===== config.mk =====
export PLATFORM = sky130hd
export DESIGN_NAME = hidden_cpu_feeder_flat
export DESIGN_NICKNAME = d
export VERILOG_FILES = /design/src/rtl/hidden_cpu_feeder_if.sv /design/src/rtl/hidden_cpu_feeder.sv /design/src/flat_wrapper.sv
export SDC_FILE = /design/constraint.sdc
export NUM_CORES = 1
export LEC_CHECK = 0
export CAP_MARGIN = 20
export CORE_MARGIN = 2
export CORE_UTILIZATION = 40
export CTS_CLUSTER_DIAMETER = 50
export DETAILED_ROUTE_END_ITERATION = 12
export GPL_ROUTABILITY_DRIVEN = 0
export PLACE_DENSITY_LB_ADDON = 0.12
export SLEW_MARGIN = 10
export SYNTH_ARGS = -nofsm -noshare
export SYNTH_HDL_FRONTEND = slang
export SYNTH_SLANG_ARGS = --single-unit

===== constraint.sdc =====
create_clock -name clk -period 3.3 [get_ports clk]
set_input_delay 0.33 -clock clk [delete_from_list [all_inputs] [get_ports clk]]
set_output_delay 0.33 -clock clk [all_outputs]
set_load 0.01 [all_outputs]

===== src/rtl/hidden_cpu_feeder_if.sv =====
// Pin bundle between the program feeder and its surroundings: program-load handshake,
// run control, the hidden core's pins and the feeder's status outputs.
// master: host/core side; slave: the feeder.
interface hidden_cpu_feeder_if #(
    parameter int unsigned DEPTH = 32
);
    localparam int unsigned ADDR_W = $clog2(DEPTH);

    logic              load_valid;
    logic              load_ready;
    logic [ADDR_W-1:0] load_addr;
    logic [5:0]        load_data;
    logic              start;
    logic              halt_req;
    logic [7:0]        cpu_out;
    logic              cpu_rst;
    logic [5:0]        instr_out;
    logic              busy;
    logic              done;
    logic [1:0]        end_cause;
    logic              r3_valid;
    logic [7:0]        r3_data;

    modport master (
        output load_valid, load_addr, load_data, start, halt_req, cpu_out,
        input  load_ready, cpu_rst, instr_out, busy, done, end_cause, r3_valid, r3_data
    );

    modport slave (
        input  load_valid, load_addr, load_data, start, halt_req, cpu_out,
        output load_ready, cpu_rst, instr_out, busy, done, end_cause, r3_valid, r3_data
    );
endinterface


===== src/rtl/hidden_cpu_feeder.sv =====
// Program feeder / sequencer for the 8-bit hidden CPU core.
// Watches the core output bus (PC or R3), drives the core reset and 6-bit instruction
// field from a loadable program memory, and mirrors the core's output-select toggle.
// Optional build macro FEEDER_CYCLE_LIMIT_EN adds an 8-bit RUN-cycle budget (MAX_CYCLES).
module hidden_cpu_feeder #(
    parameter int unsigned DEPTH       = 32,
    parameter logic [5:0]  NOP_WORD    = 6'b000000,
    parameter logic [5:0]  TOGGLE_WORD = 6'b110000,
    parameter int unsigned MAX_CYCLES  = 255
) (
    input logic                clk,
    input logic                rst,
    hidden_cpu_feeder_if.slave bus
);
    localparam int unsigned ADDR_W = $clog2(DEPTH);

    typedef enum logic [1:0] {StIdle, StResetCpu, StRun, StDone} state_e;

    state_e            state_q, state_d;
    logic              rcnt_q, rcnt_d;
    logic [5:0]        instr_q, instr_d;
    logic [1:0]        end_cause_q, end_cause_d;
    logic              r3_valid_q, r3_valid_d;
    logic [7:0]        r3_data_q, r3_data_d;
    logic              sel_q, sel_d;
    logic [ADDR_W-1:0] shadow_q, shadow_d;
    logic [1:0]        tog_q, tog_d;
    logic [5:0]        mem_q [DEPTH];

    logic              mem_we;
    logic [ADDR_W-1:0] fetch_addr;
    logic              out_of_range;

`ifdef FEEDER_CYCLE_LIMIT_EN
    logic [7:0]        cyc_q, cyc_d;
`else
    logic              unused_cfg;
    assign unused_cfg = ^MAX_CYCLES;
`endif

    assign out_of_range = 32'(bus.cpu_out) >= DEPTH;

    // Next-state: sequencing, fetch address, R3 capture and toggle tracking
    always_comb begin
        state_d     = state_q;
        rcnt_d      = rcnt_q;
        instr_d     = NOP_WORD;
        end_cause_d = end_cause_q;
        r3_valid_d  = 1'b0;
        r3_data_d   = r3_data_q;
        // Core updates its select flag one edge after latching the toggle opcode
        sel_d       = sel_q ^ tog_q[1];
        shadow_d    = shadow_q;
        fetch_addr  = '0;
        mem_we      = 1'b0;
`ifdef FEEDER_CYCLE_LIMIT_EN
        cyc_d       = cyc_q;
`endif

        unique case (state_q)
            StIdle, StDone: begin
                mem_we = bus.load_valid & ~rst;
                if (bus.start) begin
                    state_d     = StResetCpu;
                    rcnt_d      = 1'b0;
                    end_cause_d = 2'b00;
                end
            end
            StResetCpu: begin
                sel_d = 1'b0;
`ifdef FEEDER_CYCLE_LIMIT_EN
                cyc_d = '0;
`endif
                if (bus.halt_req) begin
                    state_d     = StDone;
                    end_cause_d = 2'b10;
                end else if (rcnt_q) begin
                    state_d = StRun;
                end else begin
                    rcnt_d = 1'b1;
                end
            end
            StRun: begin
                if (sel_q) begin
                    // R3 on the bus: PC is invisible, so assume straight-line execution
                    r3_valid_d = 1'b1;
                    r3_data_d  = bus.cpu_out;
                    fetch_addr = (shadow_q == ADDR_W'(DEPTH - 1)) ? '0
                                                                    : shadow_q + ADDR_W'(1);
                end else begin
                    fetch_addr = bus.cpu_out[ADDR_W-1:0];
                end
                shadow_d = fetch_addr;
`ifdef FEEDER_CYCLE_LIMIT_EN
                cyc_d = cyc_q + 8'd1;
`endif
                if (bus.halt_req) begin
                    state_d     = StDone;
                    end_cause_d = 2'b10;
                end else if (!sel_q && out_of_range) begin
                    state_d     = StDone;
                    end_cause_d = 2'b01;
`ifdef FEEDER_CYCLE_LIMIT_EN
                end else if (cyc_q == 8'(MAX_CYCLES - 1)) begin
                    state_d     = StDone;
                    end_cause_d = 2'b11;
`endif
                end else begin
                    instr_d = mem_q[fetch_addr];
                end
            end
            default: state_d = StIdle;
        endcase

        tog_d = (state_q == StResetCpu) ? 2'b00 : {tog_q[0], instr_d == TOGGLE_WORD};
    end

    // State and registered outputs
    always_ff @(posedge clk) begin
        if (rst) begin
            state_q     <= StIdle;
            rcnt_q      <= 1'b0;
            instr_q     <= NOP_WORD;
            end_cause_q <= 2'b00;
            r3_valid_q  <= 1'b0;
            r3_data_q   <= 8'h00;
            sel_q       <= 1'b0;
            shadow_q    <= '0;
            tog_q       <= 2'b00;
`ifdef FEEDER_CYCLE_LIMIT_EN
            cyc_q       <= '0;
`endif
        end else begin
            state_q     <= state_d;
            rcnt_q      <= rcnt_d;
            instr_q     <= instr_d;
            end_cause_q <= end_cause_d;
            r3_valid_q  <= r3_valid_d;
            r3_data_q   <= r3_data_d;
            sel_q       <= sel_d;
            shadow_q    <= shadow_d;
            tog_q       <= tog_d;
`ifdef FEEDER_CYCLE_LIMIT_EN
            cyc_q       <= cyc_d;
`endif
        end
    end

    // Program memory write port; contents survive reset
    always_ff @(posedge clk) begin
        if (mem_we) begin
            mem_q[bus.load_addr] <= bus.load_data;
        end
    end

    assign bus.load_ready = (state_q == StIdle) || (state_q == StDone);
    assign bus.cpu_rst    = (state_q != StRun);
    assign bus.busy       = (state_q == StResetCpu) || (state_q == StRun);
    assign bus.done       = (state_q == StDone);
    assign bus.instr_out  = instr_q;
    assign bus.end_cause  = end_cause_q;
    assign bus.r3_valid   = r3_valid_q;
    assign bus.r3_data    = r3_data_q;
endmodule


===== src/flat_wrapper.sv =====
// flat-port wrapper written by rule: the top's interface ports become plain ports
module hidden_cpu_feeder_flat 
#(
    parameter int unsigned DEPTH       = 32,
    parameter logic [5:0]  NOP_WORD    = 6'b000000,
    parameter logic [5:0]  TOGGLE_WORD = 6'b110000,
    parameter int unsigned MAX_CYCLES  = 255
)
  (clk, rst, bus_load_valid, bus_load_addr, bus_load_data, bus_start, bus_halt_req, bus_cpu_out, bus_load_ready, bus_cpu_rst, bus_instr_out, bus_busy, bus_done, bus_end_cause, bus_r3_valid, bus_r3_data);
  hidden_cpu_feeder_if #(.DEPTH(DEPTH)) bus_i ();
  input logic clk;
  input logic rst;
  input wire logic [$bits(bus_i.load_valid)-1:0] bus_load_valid;
  input wire logic [$bits(bus_i.load_addr)-1:0] bus_load_addr;
  input wire logic [$bits(bus_i.load_data)-1:0] bus_load_data;
  input wire logic [$bits(bus_i.start)-1:0] bus_start;
  input wire logic [$bits(bus_i.halt_req)-1:0] bus_halt_req;
  input wire logic [$bits(bus_i.cpu_out)-1:0] bus_cpu_out;
  output wire logic [$bits(bus_i.load_ready)-1:0] bus_load_ready;
  output wire logic [$bits(bus_i.cpu_rst)-1:0] bus_cpu_rst;
  output wire logic [$bits(bus_i.instr_out)-1:0] bus_instr_out;
  output wire logic [$bits(bus_i.busy)-1:0] bus_busy;
  output wire logic [$bits(bus_i.done)-1:0] bus_done;
  output wire logic [$bits(bus_i.end_cause)-1:0] bus_end_cause;
  output wire logic [$bits(bus_i.r3_valid)-1:0] bus_r3_valid;
  output wire logic [$bits(bus_i.r3_data)-1:0] bus_r3_data;
  assign bus_i.load_valid = bus_load_valid;
  assign bus_i.load_addr = bus_load_addr;
  assign bus_i.load_data = bus_load_data;
  assign bus_i.start = bus_start;
  assign bus_i.halt_req = bus_halt_req;
  assign bus_i.cpu_out = bus_cpu_out;
  assign bus_load_ready = bus_i.load_ready;
  assign bus_cpu_rst = bus_i.cpu_rst;
  assign bus_instr_out = bus_i.instr_out;
  assign bus_busy = bus_i.busy;
  assign bus_done = bus_i.done;
  assign bus_end_cause = bus_i.end_cause;
  assign bus_r3_valid = bus_i.r3_valid;
  assign bus_r3_data = bus_i.r3_data;
  hidden_cpu_feeder #(.DEPTH(DEPTH), .NOP_WORD(NOP_WORD), .TOGGLE_WORD(TOGGLE_WORD), .MAX_CYCLES(MAX_CYCLES)) u_core (.clk(clk), .rst(rst), .bus(bus_i));
endmodule

Yosys cells after proc, flatten, opt, wreduce, memory -nomap -nowiden
Memories as Yosys holds them, arrays and structs flattened.
Index checks and enable logic that the tools add are counted.
{"block": "op_classes", "n_lt_le_gt_ge": 1, "muxes": 24, "n_eq_ne": 11, "n_reduce_logical": 13, "n_bitwise": 4, "add_sub_neg": 1}
{"cell": "2-bit two-way mux", "count": 9}
{"cell": "6-bit two-way mux", "count": 3}
{"cell": "5-bit two-way mux", "count": 3}
{"cell": "2-bit one-hot mux with 3 select lines", "count": 2}
{"cell": "3-bit AND reduction", "count": 3}
{"cell": "8-bit by 6-bit >= comparator with 1-bit output (second input constant)", "count": 1}
{"cell": "2-bit != test (second input constant)", "count": 4}
{"cell": "6-bit equality test (second input constant)", "count": 1}
{"cell": "1-bit two-way mux", "count": 6}
{"cell": "3-bit by 2-bit != test with 1-bit output (second input constant)", "count": 2}
{"cell": "2-bit OR reduction", "count": 3}
{"cell": "5-bit by 1-bit adder with 5-bit output (second input constant)", "count": 1}
{"cell": "5-bit equality test (second input constant)", "count": 1}
{"cell": "2-bit equality test (second input constant)", "count": 2}
{"cell": "2-bit by 1-bit equality test with 1-bit output (second input constant)", "count": 1}
{"cell": "2-bit zero test", "count": 1}
{"cell": "1-bit logical OR", "count": 2}
{"cell": "1-bit NOT", "count": 2}
{"cell": "1-bit one-hot mux with 2 select lines", "count": 1}
{"cell": "2-bit AND reduction", "count": 1}
{"cell": "2-bit nonzero test", "count": 1}
{"cell": "1-bit AND", "count": 1}
{"cell": "1-bit logical AND", "count": 1}
{"cell": "1-bit zero test", "count": 1}
{"cell": "1-bit XOR", "count": 1}
{"block": "word_totals", "output_inout_bits": 21, "n_memories": 1, "elab_cells": 64, "inputBits": 24, "regBits": 28, "ramBits": 192}
{"memory": "u_core.mem_q", "words": 32, "width": 6, "read_ports": 1, "rd_ports_with_merged_regs": 0, "wr": 1, "line_no": "hidden_cpu_feeder.sv:28", "source": "logic [5:0] mem_q [DEPTH];"}

Longest topological paths before layout
An unclocked memory read counts as a cell.
{"block": "logic_depth", "word_depth": 9, "mapped_depth": 14, "mapped_depth_nobuf": 11}

Worst setup path before layout
Ideal clock, no wire load.
{"block": "synth_path", "kind": "reg2reg", "start": "reg u_core.shadow_q[0]", "end": "reg u_core.tog_q[0]", "arrival_time_ns": 2.833, "required_time_ns": 3.212, "setup_slack_ns": 0.379, "synth_period_minus_slack_ns": 2.921, "path_buffers": 2, "stages_incl_launch_ff": 14, "setup_ns": 0.088, "path_cell_list": "dfxtp_1 > ha_1 > and3_1 > ha_1 > nand2b_4 > o22ai_2 > buf_6 > buf_12 > mux4_1 > mux2i_1 > mux2i_1 > a22oi_1 > nand3_1 > nor4_2"}
{"block": "synth_between", "elab_chain_len": 9, "word_cells_on_any_way": 10}
{"item": "start: declaration", "line_no": "hidden_cpu_feeder.sv:26", "source": "logic [ADDR_W-1:0] shadow_q, shadow_d;"}
{"item": "start signal: assignment", "line_no": "hidden_cpu_feeder.sv:141", "source": "shadow_q <= shadow_d;"}
{"item": "5-bit by 1-bit adder with 5-bit output / 5-bit equality test (equally long branches)", "line_no": "hidden_cpu_feeder.sv:89, hidden_cpu_feeder.sv:88"}
{"item": "5-bit two-way mux *", "line_no": "hidden_cpu_feeder.sv:88", "source": "fetch_addr = (shadow_q == ADDR_W'(DEPTH - 1)) ? '0"}
{"item": "5-bit two-way mux *", "line_no": "hidden_cpu_feeder.sv:84", "source": "if (sel_q) begin"}
{"item": "5-bit two-way mux *", "line_no": "hidden_cpu_feeder.sv:60", "source": "unique case (state_q)"}
{"item": "memory 32 x 6 bit *"}
{"item": "6-bit two-way mux *", "line_no": "hidden_cpu_feeder.sv:100", "source": "end else if (!sel_q && out_of_range) begin"}
{"item": "6-bit two-way mux *", "line_no": "hidden_cpu_feeder.sv:97", "source": "if (bus.halt_req) begin"}
{"item": "6-bit two-way mux *", "line_no": "hidden_cpu_feeder.sv:60"}
{"item": "6-bit equality test *", "line_no": "hidden_cpu_feeder.sv:115", "source": "tog_d = (state_q == StResetCpu) ? 2'b00 : {tog_q[0], instr_d == TOGGLE_WORD};"}
{"item": "end signal: assignment", "line_no": "hidden_cpu_feeder.sv:142", "source": "tog_q <= tog_d;"}
{"item": "end: declaration", "line_no": "hidden_cpu_feeder.sv:27", "source": "logic [1:0] tog_q, tog_d;"}
Mark *: on every way between the ends. The rest lies on a longest branch, timed or not. The select of a mux whose other input is x is not followed.
A chain may end at the register's enable or synchronous reset.

Worst setup path after layout
{"block": "layout_path", "start": "reg u_core.shadow_q[1]", "end": "reg u_core.tog_q[0]"}
The elaborated chain is that of the path after synthesis.

==> metrics.md <==
| Metric | Value |
|---|---|
| Inst Count DP | `924` |
| WHS Path Cells | `3` |
| Root Driver | `clkbuf_16` |
| Post-Synth Adder-Cell Area | `less than 1%` |
| CTS clk-pin slew, worst paths | `approximately 60 ps` |
| Register area share after synthesis | `69.9%` |
| Clock Sinks | `220` |
| Seq. cell area | `0.00633 mm^2` |
| Full die area | `~0.024 mm^2` |
| Final Hold Vio Count | `0` |
| First drt pass iteration count | `5` |
| Max-cap violations | `0` |
| Clk buf depth | `3` |
| Final wirelength | `21.2 mm` |
| Worst-Margin Slew | `around 1000 ps` |
| RSZ-0062 raised after global routing | `no` |
| Final setup margin | `~150 ps` |
| Reg2Reg Depth | `12` |
| Cts bufs inserted | `23` |
| Number of synthesized flops with an enable pin | `192` |
| Critical path type | `register to register` |
| Fraction of registers with async set/reset | `0%` |
| Post-synthesis mux area share | `a little over an eighth` |
| WHS | `about 440 ps` |
| Compound-Gate Fraction of Synth Area | `~4.2%` |
| Final nets | `700` |
| Detailed placement HPWL | `between 10 and 15 mm` |
| P_leak | `3.71 nW` |
| Post-Syn Nets | `~600` |
| Die width | `approximately 150 um` |
| Layout Cells excl Fill | `971` |
| Die Y | `154 um` |
| Gr usage total | `between 15 and 20%` |
| DP Worst Slack | `95.0 ps` |
| Initial Util | `between 40% and 50%` |
| Critical Path RT | `about 3700 ps` |
| Worst hold path class | `primary input to register` |
| Setup TNS | `0 ps` |
| Vias in the first global route | `approximately 5,200` |
| Row Count | `55` |
| Area of the multi-input gates | `around 0.0025 mm^2` |
| Mapped Cells | `roughly 580` |
| Largest family of logic cells by synthesized area | `multiplexers` |
| Peak supply drop | `0.262 mV` |
| Tcrit/Tclk final | `95.6%` |
| Commonest non-fill, non-tap cells in the layout | `edfxtp_1, nor2_1, mux2i_1, buf_4, clkdlybuf4s50_1` |
| DR iter-0 viols | `roughly 490` |
| Initial antenna violation count | `0` |
| Worst-path fanout max | `13` |
| Placement Cell Area | `about 0.01 mm^2` |
| XOR/XNOR share of the synthesized area | `less than 1%` |
| CTS tree | `yes` |
| H-Tree Level Count | `1` |
| GR Overflow Total | `0` |
| Post-synthesis simple-gate area fraction | `a little under 9%` |
| Port-buffer cells | `44` |
| Status | `finished clean` |
| Yosys cell types | `49` |
| Area fraction of the dominant cell type after synthesis | `a little under two thirds` |
| P&R area growth vs syn | `19.7%` |
| Share of layout cells above drive strength 1 | `between 15 and 20%` |
| Final min period | `3150 ps` |
| Worst clock skew | `11.5 ps` |
| Pin count of the biggest net entering global routing | `33` |
| DRC Markers | `0` |
| Fmax | `~320 MHz` |
| First-pass GRT wire length | `around 32 mm` |
| Power per standard cell area | `570 mW/mm^2` |
| Dominant cell type by area after synthesis | `edfxtp_1` |
| Most common cell after layout, fill and taps aside | `edfxtp_1` |
| Nature of the critical path endpoint | `register` |
| Synth Flop Type | `edfxtp_1` |
| CP Data Arrival Time | `~3600 ps` |
| N_diodes | `0` |
| Syn. warnings | `0` |
| Slew Limit Fails | `0` |
| Via count | `5,237` |
| # setup viols final | `0` |
| Ports | `45` |
| Clock Latency Late Sink | `500 ps` |
| Placeable Area | `around 0.022 mm^2` |
| Setup crit start kind | `register` |
| Filler instances | `1,907` |
| Syn Area/Cell | `about 16 um^2` |
| Post-route cell area | `0.0108 mm^2` |
| Post-synthesis register bit count | `between 200 and 250` |
| Max_slew headroom | `31.3%` |
| Per-cell routed wire length | `about 22 um` |
| Post-Syn Area | `~0.009 mm^2` |
| Synth area leaders | `edfxtp_1, dfxtp_1, mux2i_1, mux4_1, mux4_2` |
| Routed vias/inst | `about 5.4` |
| DRT antenna net count | `0` |
[repair_timing]
| item | 4_1_cts | 5_1_grt |
|---|---|---|
| buffers inserted | 0 | 5 |
| endpoints found under the hold margin | 0 | 0 |
| hold buffers | 0 | 0 |
| setup endpoints to repair | 0 | 1 |
| resized for setup | 0 | 3 |
[kinds of logic (layout without fill, tap and decap cells)]
logic type                 after synthesis  in the layout
muxes                                   84             84
DFF                                    220            220
adders and majority gates                5              5
xor gates and xnor gates                 3              3
AOI/OAI and AO/OA                       56             56
buffers and inverters                   37            148
and+or+nand+nor                        170            170
[sequential cells by signal (all words and copies together), names as in the netlist, 2 cells and up]
name,flops
u_core.mem_q,192
u_core.bus.end_cause,2
u_core.shadow_q,5
u_core.bus.r3_data,8
u_core.bus.instr_out,6
u_core.tog_q,2
u_core.state_q,2
[cell usage after synthesis, types with 6 or more instances]
library cell  instances
edfxtp_1            192
nor2_1               60
mux2i_1              50
nand2_1              39
nand3_1              35
dfxtp_1              28
a21oi_1              19
clkbuf_1             14
mux4_2               14
mux4_1               12
a211oi_1              9
inv_1                 8
nor3_1                8
buf_2                 7
mux2_2                7
a22oi_1               6
[report_power, final]
part | total (mW) | switching [mW] | internal, mW | leakage (nW)
registers | 3.12 | 0.0387 | 3.08 | 1.95
clock network | 2.35 | 1.00 | 1.35 | 0.334
logic | 0.698 | 0.404 | 0.295 | 1.42
[path summary, 6_finish.rpt]
check                                      startpoint                     to  slack, ps
worst max-delay path               u_core.shadow_q[1]        u_core.tog_q[0]        150
worst min register to register  u_core.bus.r3_data[1]  u_core.bus.r3_data[1]        450
worst max register to register     u_core.shadow_q[1]        u_core.tog_q[0]        150
worst min-delay path                   bus_cpu_out[7]  u_core.bus.r3_data[7]        440
[area by class of cell]
type                    instances  share of cell area, %
flip-flops and latches        220                   58.4
clock buffers                  25                   5.38
well taps                     285                   3.29
clock inverters                15                  0.936
inverters                       8                  0.277
repair buffers                100                   8.48
multi-input cells             318                   23.2
[metrics by stage]
stage / utilization [%] / power, mW
floorplan: - / 3.57
global placement: 44.8 / 3.85
detailed placement: 44.8 / 3.87
CTS: 47.9 / 6.21
global route: 48.3 / 6.40
finish: 48.3 / 6.17
[worst max-delay path, stage by stage (launching register included)]
cell and delay (ps):
dfxtp_1 330, ha_1 210, and3_1 190, ha_1 180
nand2b_4 180, o22ai_4 170, buf_12 190, mux4_1 540
mux2_2 290, a22oi_1 220, mux2_2 210, nand3_1 90
nor4_2 260
[per-layer routing]
metal	vias up	track usage [%]	wire length, um
met3	24	3.36	1300
met2	191	29.9	10100
met1	2599	24.6	9520
met5	-	0	0
li1	2423	-	-
met4	0	4.01	345
Note: power is estimated with default switching activity, not from simulation.
